**src/rtl/rx_msg_ctrl.sv**
```systemverilog
// MIL-STD-1553 remote-terminal receive-message sequencer: qualifies decoded words,
// drives the receive buffer capture strobes and reports message completion or abort.
module rx_msg_ctrl #(
  parameter int GAP_CYC  = 64,
  parameter bit BCAST_EN = 1'b1
) (
  input  logic        clk,
  input  logic        R,
  input  logic [4:0]  rt_addr,
  input  logic        word_stb,
  input  logic        word_sync,
  input  logic        word_perr,
  input  logic [15:0] word_dat,
  output logic        ce,
  output logic        CW_DW,
  output logic        msg_busy,
  output logic        msg_done,
  output logic        msg_err,
  output logic [2:0]  err_code,
  output logic [5:0]  rx_cnt,
  output logic        tx_req,
  output logic        bcast
);

  localparam int             GW       = (GAP_CYC > 2) ? $clog2(GAP_CYC) : 1;
  localparam logic [GW-1:0]  GAP_LAST = GW'(GAP_CYC - 1);

  localparam logic [2:0] ERR_NONE   = 3'd0;
  localparam logic [2:0] ERR_PARITY = 3'd1;
  localparam logic [2:0] ERR_CMD    = 3'd2;
  localparam logic [2:0] ERR_GAP    = 3'd3;

  typedef enum logic [0:0] {
    S_IDLE    = 1'b0,
    S_RX_DATA = 1'b1
  } state_t;

  state_t r_state;
  state_t w_state_nxt;

  logic [5:0]    r_exp;
  logic [5:0]    r_rx_cnt;
  logic [GW-1:0] r_gap;
  logic [2:0]    r_err_code;
  logic          r_bcast;
  logic          r_done;
  logic          r_err;
  logic          r_tx;

  // Command word field decode
  logic [4:0] w_cmd_addr;
  logic       w_cmd_tr;
  logic [4:0] w_cmd_sa;
  logic [4:0] w_cmd_wc;
  logic       w_addr_bc;
  logic       w_accept;
  logic       w_mode;
  logic       w_data_exp;
  logic [5:0] w_exp_val;
  logic [5:0] w_cnt_inc;

  assign w_cmd_addr = word_dat[15:11];
  assign w_cmd_tr   = word_dat[10];
  assign w_cmd_sa   = word_dat[9:5];
  assign w_cmd_wc   = word_dat[4:0];
  assign w_addr_bc  = BCAST_EN && (w_cmd_addr == 5'd31);
  assign w_accept   = word_stb & word_sync & ~word_perr &
                      ((w_cmd_addr == rt_addr) | w_addr_bc);
  assign w_mode     = (w_cmd_sa == 5'd0) | (w_cmd_sa == 5'd31);
  // Mode codes carry a data word only when WC[4] is set; WC=0 means 32 words
  assign w_data_exp = ~w_cmd_tr & (~w_mode | w_cmd_wc[4]);
  assign w_exp_val  = w_mode ? 6'd1 :
                      ((w_cmd_wc == 5'd0) ? 6'd32 : {1'b0, w_cmd_wc});
  assign w_cnt_inc  = r_rx_cnt + 6'd1;

  logic       w_ce;
  logic       w_cmd_start;
  logic       w_data_cap;
  logic       w_done_set;
  logic       w_err_set;
  logic       w_tx_set;
  logic       w_err_ld;
  logic [2:0] w_err_nxt;
  logic       w_gap_clr;
  logic       w_gap_inc;

  always_ff @(posedge clk or negedge R) begin
    if (!R) begin
      r_state <= S_IDLE;
    end else begin
      r_state <= w_state_nxt;
    end
  end

  always_comb begin
    w_state_nxt = r_state;
    w_ce        = 1'b0;
    w_cmd_start = 1'b0;
    w_data_cap  = 1'b0;
    w_done_set  = 1'b0;
    w_err_set   = 1'b0;
    w_tx_set    = 1'b0;
    w_err_ld    = 1'b0;
    w_err_nxt   = ERR_NONE;
    w_gap_clr   = 1'b0;
    w_gap_inc   = 1'b0;

    case (r_state)
      S_IDLE: begin
        w_cmd_start = w_accept;
      end
      S_RX_DATA: begin
        if (word_stb) begin
          w_gap_clr = 1'b1;
          if (word_perr) begin
            w_err_set   = 1'b1;
            w_err_ld    = 1'b1;
            w_err_nxt   = ERR_PARITY;
            w_state_nxt = S_IDLE;
          end else if (word_sync) begin
            // A command mid-message aborts, then is judged as a fresh command
            w_err_set   = 1'b1;
            w_err_ld    = 1'b1;
            w_err_nxt   = ERR_CMD;
            w_state_nxt = S_IDLE;
            w_cmd_start = w_accept;
          end else begin
            w_ce       = 1'b1;
            w_data_cap = 1'b1;
            if (w_cnt_inc == r_exp) begin
              w_done_set  = 1'b1;
              w_state_nxt = S_IDLE;
            end
          end
        end else if (r_gap == GAP_LAST) begin
          w_err_set   = 1'b1;
          w_err_ld    = 1'b1;
          w_err_nxt   = ERR_GAP;
          w_state_nxt = S_IDLE;
        end else begin
          w_gap_inc = 1'b1;
        end
      end
      default: begin
        w_state_nxt = S_IDLE;
      end
    endcase

    if (w_cmd_start) begin
      w_ce = 1'b1;
      if (w_data_exp) begin
        w_state_nxt = S_RX_DATA;
        w_gap_clr   = 1'b1;
      end else begin
        w_done_set = 1'b1;
        w_tx_set   = w_cmd_tr & ~w_addr_bc;
      end
    end
  end

  always_ff @(posedge clk or negedge R) begin
    if (!R) begin
      r_exp      <= 6'd0;
      r_rx_cnt   <= 6'd0;
      r_gap      <= '0;
      r_err_code <= ERR_NONE;
      r_bcast    <= 1'b0;
      r_done     <= 1'b0;
      r_err      <= 1'b0;
      r_tx       <= 1'b0;
    end else begin
      r_done <= w_done_set;
      r_err  <= w_err_set;
      r_tx   <= w_tx_set;

      if (w_cmd_start) begin
        r_bcast  <= w_addr_bc;
        r_rx_cnt <= 6'd0;
        r_exp    <= w_exp_val;
      end else if (w_data_cap) begin
        r_rx_cnt <= w_cnt_inc;
      end

      // An abort code outranks the clear from a command accepted in the same cycle
      if (w_err_ld) begin
        r_err_code <= w_err_nxt;
      end else if (w_cmd_start) begin
        r_err_code <= ERR_NONE;
      end

      if (w_gap_clr) begin
        r_gap <= '0;
      end else if (w_gap_inc) begin
        r_gap <= r_gap + 1'b1;
      end
    end
  end

  assign ce       = w_ce & R;
  assign CW_DW    = w_ce & word_sync & R;
  assign msg_busy = (r_state == S_RX_DATA);
  assign msg_done = r_done;
  assign msg_err  = r_err;
  assign err_code = r_err_code;
  assign rx_cnt   = r_rx_cnt;
  assign tx_req   = r_tx;
  assign bcast    = r_bcast;

endmodule
```
**config.mk**
```make
export PLATFORM = sky130hd
export DESIGN_NAME = rx_msg_ctrl
export DESIGN_NICKNAME = d
export VERILOG_FILES = /design/src/rtl/rx_msg_ctrl.sv
export SDC_FILE = /design/constraint.sdc
export NUM_CORES = 1
export LEC_CHECK = 0
export ABC_CLOCK_PERIOD_IN_PS = 3200
export BUFFER_PORTS_ARGS = -buffer_cell sky130_fd_sc_hd__buf_2
export CORE_AREA = 4 4 56 58
export CTS_BUF_LIST = sky130_fd_sc_hd__clkbuf_4 sky130_fd_sc_hd__clkbuf_8
export CTS_CLUSTER_DIAMETER = 80
export DETAILED_ROUTE_END_ITERATION = 10
export DIE_AREA = 0 0 60 62
export GPL_ROUTABILITY_DRIVEN = 0
export HOLD_SLACK_MARGIN = 0.12
export PLACE_DENSITY = 0.82
export SLEW_MARGIN = 10
export SYNTH_ARGS = -nofsm -noshare
export SYNTH_HDL_FRONTEND = slang
export SYNTH_SLANG_ARGS = --single-unit
```
**constraint.sdc**
```tcl
create_clock -name clk -period 3.2 [get_ports clk]
set_input_delay 0.32 -clock clk [delete_from_list [all_inputs] [get_ports clk]]
set_output_delay 0.32 -clock clk [all_outputs]
set_load 0.05 [all_outputs]
```
==> flow_summary.json, run 1 <==
{
  "synth_top_area_share": 0.441,
  "io_buffers": 40,
  "routed_wl_um": 3150,
  "finalHoldViolations": 0,
  "core_area_um2": 2660,
  "syn-cell-area_um2": 1420,
  "power_density_nw_per_um2": 396,
  "hp-class": "in2reg",
  "reg2reg_depth": 6,
  "fmax_mhz": 414,
  "crit_type": "in2out",
  "r2r-start": "r_gap[0]$_DFFE_PN0P_",
  "avgSynthCellArea_um2": 9.51,
  "h-tree-depth": 1,
  "syn-num-nets": 177,
  "slew_violations": 0,
  "synthTopCellsByArea": "dfrtp_1 (44%), xnor2_1 (6.8%), xor2_1 (6.2%)",
  "status": "completed",
  "dr.pass1.iters": 5,
  "crit_path_end_kind": "primary output",
  "synthSimpleGateAreaFrac": 0.255,
  "setup_viol": 0,
  "post_cts_resized": 0,
  "crit_arrival_ns": 2.10,
  "ant_nets": 0,
  "grt_pass1_vias": 1194,
  "final_nets": 221,
  "clock_skew_ns": 0.00610,
  "cts_root_buf": "clkbuf_4",
  "cts.sinks": 25,
  "fin_crit_sh": 0.756,
  "cpMaxStageDelayCell": "or3_1",
  "yosysSeqAreaShare": 0.441,
  "drive_gt1_frac": 0.271,
  "tns_ns": 0,
  "ys_seq_elements": 25,
  "drtIter0Drc": 32,
  "tightest_slew_ns": 0.760,
  "r2r_end": "r_gap[5]$_DFFE_PN0P_",
  "die_x_um": 60,
  "min_period_ns": 2.42,
  "leakagePower_nw": 0.837,
  "synth.area.mux_share": 0.0150,
  "antenna_found_initial": 0,
  "clk_latency_ns": 0.31,
  "pre_cts_ws_ns": 0.839,
  "drv_cap": 0,
  "chipHeight_um": 62,
  "required_ns": 2.88,
  "synth_compound_area_frac": 0.115,
  "hold-path-endpoint": "r_exp[1]$_DFFE_PN0N_",
  "crit_buf_inv": 2,
  "boundaryPins": 42,
  "synth_top_family_by_area": "simple AND/OR/NAND/NOR gates",
  "cts.clk_slew.worst_paths_ns": 0.13,
  "r2r_slack_ns": 1.21,
  "grtUsageTotal": 0.179,
  "cts.path.max_buffers": 2,
  "antennaDiodeCount": 0,
  "gr-total-overflow": 0,
  "synth_top_area_cell": "dfrtp_1",
  "num_rows": 19,
  "yosysWarnings": 0,
  "postCtsSetupBuffers": 0,
  "hold_path_startpoint": "word_dat[1]",
  "synth_cells": 149,
  "rsz0062_at_grt": "false",
  "synth_xor_area_frac": 0.130,
  "place_hpwl_um": 2530,
  "drc": 0,
  "num_vias": 1259,
  "final.setup.worst_slack_ns": 0.782,
  "crit_family": "simple AND/OR/NAND/NOR gates",
  "fin_area_um2": 1670,
  "vias_per_cell": 5.65,
  "synth.distinct_cells": 43,
  "routedWlPerCell_um": 14.1,
  "cp_cell_sequence": "buf_2 -> nand3b_2 -> or3_1 -> and2_0 -> a21boi_0 -> buf_2",
  "crit_top_cell": "buf_2",
  "cpPeakStageDelay_ns": 0.54,
  "initial_core_util": 0.532,
  "cts_tree": "yes",
  "path_max_fanout": 9,
  "ctsHoldBuffers": 1,
  "start_kind": "input port",
  "numCtsBuffers": 3,
  "area_delta_synth_final_pct": 18.1,
  "ir_worst_vdd_mv": 0.268,
  "hold_depth": 3,
  "die_area_um2": 3720,
  "dpl_cell_area_um2": 1630,
  "grt_max_degree": 16,
  "max_slew_margin": 0.489,
  "grt_pass1_wl_um": 5070,
  "synth_fa_ha_area_frac": 0.0177
}
-- cells in the mapped netlist --
library cell and instances:
a211oi_1 1, a21boi_0 1, a21oi_1 4, a22o_1 1
a311oi_1 1, a31oi_1 3, a32o_1 1, and2_0 1
and2_1 1, and3_1 3, and4_1 1, and4bb_2 1
buf_4 1, buf_6 2, conb_1 1, dfrtp_1 25
ha_1 2, inv_1 1, mux2_2 1, mux2i_1 1
nand2_1 20, nand2_2 1, nand2b_1 3, nand3_1 10
nand3b_2 1, nand4_1 1, nand4b_2 1, nor2_1 16
nor3_1 1, nor3b_1 2, nor4_1 1, o211ai_1 2
o21ai_0 6, o21bai_1 1, o221ai_1 1, o31ai_1 1
o31ai_2 1, or2_2 1, or2b_1 1, or3_1 3
or4_1 1, xnor2_1 11, xor2_1 10
-- routing by layer --
metal	global-route usage	vias up	wire length, um
met5	0	-	0
met4	0.0475	0	10
met3	0.0331	2	184
met2	0.315	44	1570
met1	0.227	604	1380
li1	-	609	-
-- layout make-up --
type | instances | area, um2
inverter | 1 | 3.75
timing repair buffer | 42 | 218
clock buffer | 4 | 30.0
tap | 31 | 38.8
multi-input combinational | 120 | 758
sequential | 25 | 626
fill | 233 | 988
-- where the power goes --
part / switching (mW) / internal, mW
clock network: 0.0907 / 0.0572
logic: 0.0872 / 0.0610
registers: 0.0228 / 0.344
total: 0.201 / 0.462
-- worst min-delay path, cell delays in order --
cell and delay [ns]:
buf_2 0.10, nand2_1 0.05, o21ai_0 0.07
-- sequential cells by signal, summed over array words and instances, names as in the netlist --
register,cells
bcast,1
err_code,2
msg_busy,1
msg_done,1
msg_err,1
r_exp,6
r_gap,6
rx_cnt,6
tx_req,1
-- cell usage in the layout (no fill, tap or decap), drive strengths merged, types with 2 or more instances in the layout --
cell type | netlist | final
o21ai | 6 | 6
nand2 | 21 | 21
nor2 | 16 | 16
xor2 | 10 | 10
and2 | 2 | 2
or3 | 3 | 3
ha | 2 | 2
nand2b | 3 | 3
a31oi | 3 | 3
o211ai | 2 | 2
nor3b | 2 | 2
nand3 | 10 | 10
xnor2 | 11 | 11
and3 | 3 | 3
clkbuf | 0 | 4
dfrtp | 25 | 25
o31ai | 2 | 2
a21oi | 4 | 4
buf | 3 | 41
-- worst max-delay path by stage --
| stage | end | slack (ns) | cells past startpoint | start |
|---|---|---|---|---|
| final | ce | 0.78 | 6 | word_perr |
| after global routing | ce | 0.73 | 6 | word_perr |
| after CTS | ce | 0.81 | 6 | word_perr |
| after detailed placement | ce | 0.84 | 6 | word_perr |
| after global placement | ce | 0.89 | 6 | word_perr |
| after floorplan | ce | 0.42 | 6 | word_perr |
-- metrics by stage --
stage,utilization,hold WS (ns),instances,power [mW]
after floorplan,-,0.0244,149,0.469
after global placement,0.614,0.216,218,0.517
after detailed placement,0.614,0.214,218,0.521
after CTS,0.629,0.255,223,0.667
after global routing,0.629,0.245,223,0.697
final,0.629,0.253,223,0.663
-- cell families (layout without fill, tap and decap cells) --
kind of cell / count (synthesis) / count (layout)
simple gates: 70 / 70
xor+xnor: 21 / 21
flops: 25 / 25
buf+inv: 4 / 47
other cells: 1 / 1
compound gates: 24 / 24
fa+ha+maj: 2 / 2
mux: 2 / 2
Power figures use the tool's default switching activity.
==> inputs of run 2 (changes only) <==
==> config.mk (replaced) <==
export PLATFORM = sky130hd
export DESIGN_NAME = rx_msg_ctrl
export DESIGN_NICKNAME = d
export VERILOG_FILES = /design/src/rtl/rx_msg_ctrl.sv
export SDC_FILE = /design/constraint.sdc
export NUM_CORES = 1
export LEC_CHECK = 0
export ABC_CLOCK_PERIOD_IN_PS = 2300
export BUFFER_PORTS_ARGS = -buffer_cell sky130_fd_sc_hd__buf_2
export CORE_AREA = 4 4 57 59
export CTS_BUF_LIST = sky130_fd_sc_hd__clkbuf_4 sky130_fd_sc_hd__clkbuf_8
export CTS_CLUSTER_DIAMETER = 80
export DETAILED_ROUTE_END_ITERATION = 10
export DIE_AREA = 0 0 61 63
export GPL_ROUTABILITY_DRIVEN = 0
export HOLD_SLACK_MARGIN = 0.12
export PLACE_DENSITY = 0.8
export SLEW_MARGIN = 10
export SYNTH_ARGS = -nofsm -noshare
export SYNTH_HDL_FRONTEND = slang
export SYNTH_SLANG_ARGS = --single-unit
==> constraint.sdc (replaced) <==
create_clock -name clk -period 2.3 [get_ports clk]
set_input_delay 0.23 -clock clk [delete_from_list [all_inputs] [get_ports clk]]
set_output_delay 0.23 -clock clk [all_outputs]
set_load 0.05 [all_outputs]
==> flow_summary.json, run 2 (synthesis gave the netlist of run 1 again) <==
{
  "post_cts_resized": 0,
  "antenna_found_initial": 0,
  "drtIter0Drc": 74,
  "cts_root_buf": "clkbuf_4",
  "routed_wl_um": 3250,
  "hold_ws_ns": 0.161,
  "area_delta_synth_final_pct": 19.5,
  "multi_input_area_um2": 758,
  "die_area_um2": 3840,
  "required_ns": 2.07,
  "grt_pass1_vias": 1232,
  "tns_ns": 0,
  "numCtsBuffers": 3,
  "drv_cap": 0,
  "place_hpwl_um": 2560,
  "clock_skew_ns": 0.00143,
  "grt_pass1_wl_um": 5450,
  "vias_per_cell": 5.61,
  "cpPeakStageDelay_ns": 0.54,
  "clk_latency_ns": 0.32,
  "regArea_um2": 626,
  "final.setup.worst_slack_ns": 0.284,
  "ant_nets": 0,
  "h-tree-depth": 1,
  "antennaDiodeCount": 0,
  "leakagePower_nw": 0.852,
  "crit_path_end_kind": "primary output",
  "slew_violations": 0,
  "postCtsSetupBuffers": 0,
  "hp-class": "in2reg",
  "ctsHoldBuffers": 1,
  "num_rows": 19,
  "initial_core_util": 0.523,
  "ir_worst_vdd_mv": 0.314,
  "total_power_uw": 924,
  "drc": 0,
  "fin_crit_sh": 0.877,
  "start_kind": "input port",
  "cts.path.max_buffers": 2,
  "routedWlPerCell_um": 14.4,
  "cts_tree": "yes",
  "n_fill_cell": 230,
  "fmax_mhz": 496,
  "cpMaxStageDelayCell": "or3_1",
  "crit_top_cell": "buf_2",
  "reg2reg_depth": 6,
  "layout_commonest_cell": "buf_2",
  "finalHoldViolations": 0,
  "crit_arrival_ns": 1.79,
  "num_vias": 1268,
  "io_buffers": 40,
  "die_x_um": 61,
  "cp.depth": 6,
  "core_area_um2": 2710,
  "dr.pass1.iters": 4,
  "crit_family": "simple AND/OR/NAND/NOR gates",
  "boundaryPins": 42,
  "crit_type": "in2out",
  "pre_cts_ws_ns": 0.296,
  "rsz0062_at_grt": "false",
  "cts.sinks": 25,
  "grtUsageTotal": 0.183,
  "grt_max_degree": 18,
  "cts.clk_slew.worst_paths_ns": 0.14,
  "hold_depth": 3,
  "power_density_nw_per_um2": 545,
  "setup_viol": 0,
  "chipHeight_um": 63,
  "min_period_ns": 2.02,
  "status": "completed",
  "crit_buf_inv": 2,
  "layout_common_cells": "buf_2 (40), dfrtp_1 (25), nand2_1 (20)",
  "cp_cell_sequence": "buf_2 -> nand3b_2 -> or3_1 -> and2_0 -> a21boi_1 -> buf_2",
  "final_nets": 224,
  "gr-total-overflow": 0,
  "drive_gt1_frac": 0.282,
  "path_max_fanout": 9
}
==> run 2: through the flow <==
stage	instance area, um2	utilization	cells
2_1_floorplan	1420	-	149
3_3_place_gp	1660	0.611	221
3_5_place_dp	1660	0.611	221
4_1_cts	1690	0.625	226
5_1_grt	1690	0.625	226
6_report	1690	0.625	226
==> run 2: power breakdown <==
group          switching [mW]  leakage (nW)  total (mW)  internal (mW)
clock network           0.134        0.0177       0.199         0.0651
logic                   0.125         0.492       0.212         0.0869
registers              0.0342         0.342       0.513          0.478
==> run 2: cell type report <==
type                    instances  area share
clock buffers                   3      0.0133
clock inverters                 1     0.00295
inverters                       1     0.00222
multi-input cells             120       0.448
flip-flops and latches         25       0.369
well taps                      31      0.0229
repair buffers                 45       0.142
==> run 2: path summary, 6_finish.rpt <==
check                                      from              endpoint  slack [ns]
hold reg to reg               bcast$_DFFE_PN0N_     bcast$_DFFE_PN0N_        0.50
hold / removal                      word_dat[3]  r_exp[3]$_DFFE_PN0N_        0.16
setup / recovery                      word_perr                    ce        0.28
max in group asynchronous                     R  r_exp[2]$_DFFE_PN0N_        1.47
min in group asynchronous                     R  r_gap[3]$_DFFE_PN0P_        0.35
setup reg to reg           r_gap[0]$_DFFE_PN0P_  r_gap[4]$_DFFE_PN0P_        0.46
==> run 2: routing by layer <==
metal	routed length (um)	track usage	up-vias
li1	-	-	613
met1	1360	0.244	599
met2	1630	0.291	52
met3	220	0.0310	4
met4	44	0.0678	0
met5	0	0	-
==> run 2: tightest hold or removal path, delay by kind of cell <==
| family | cells | cell delay [ns] |
|---|---|---|
| AO/OA/AOI/OAI | 1 | 0.06 |
| buffers and inverters | 1 | 0.10 |
| AND/OR/NAND/NOR | 1 | 0.06 |
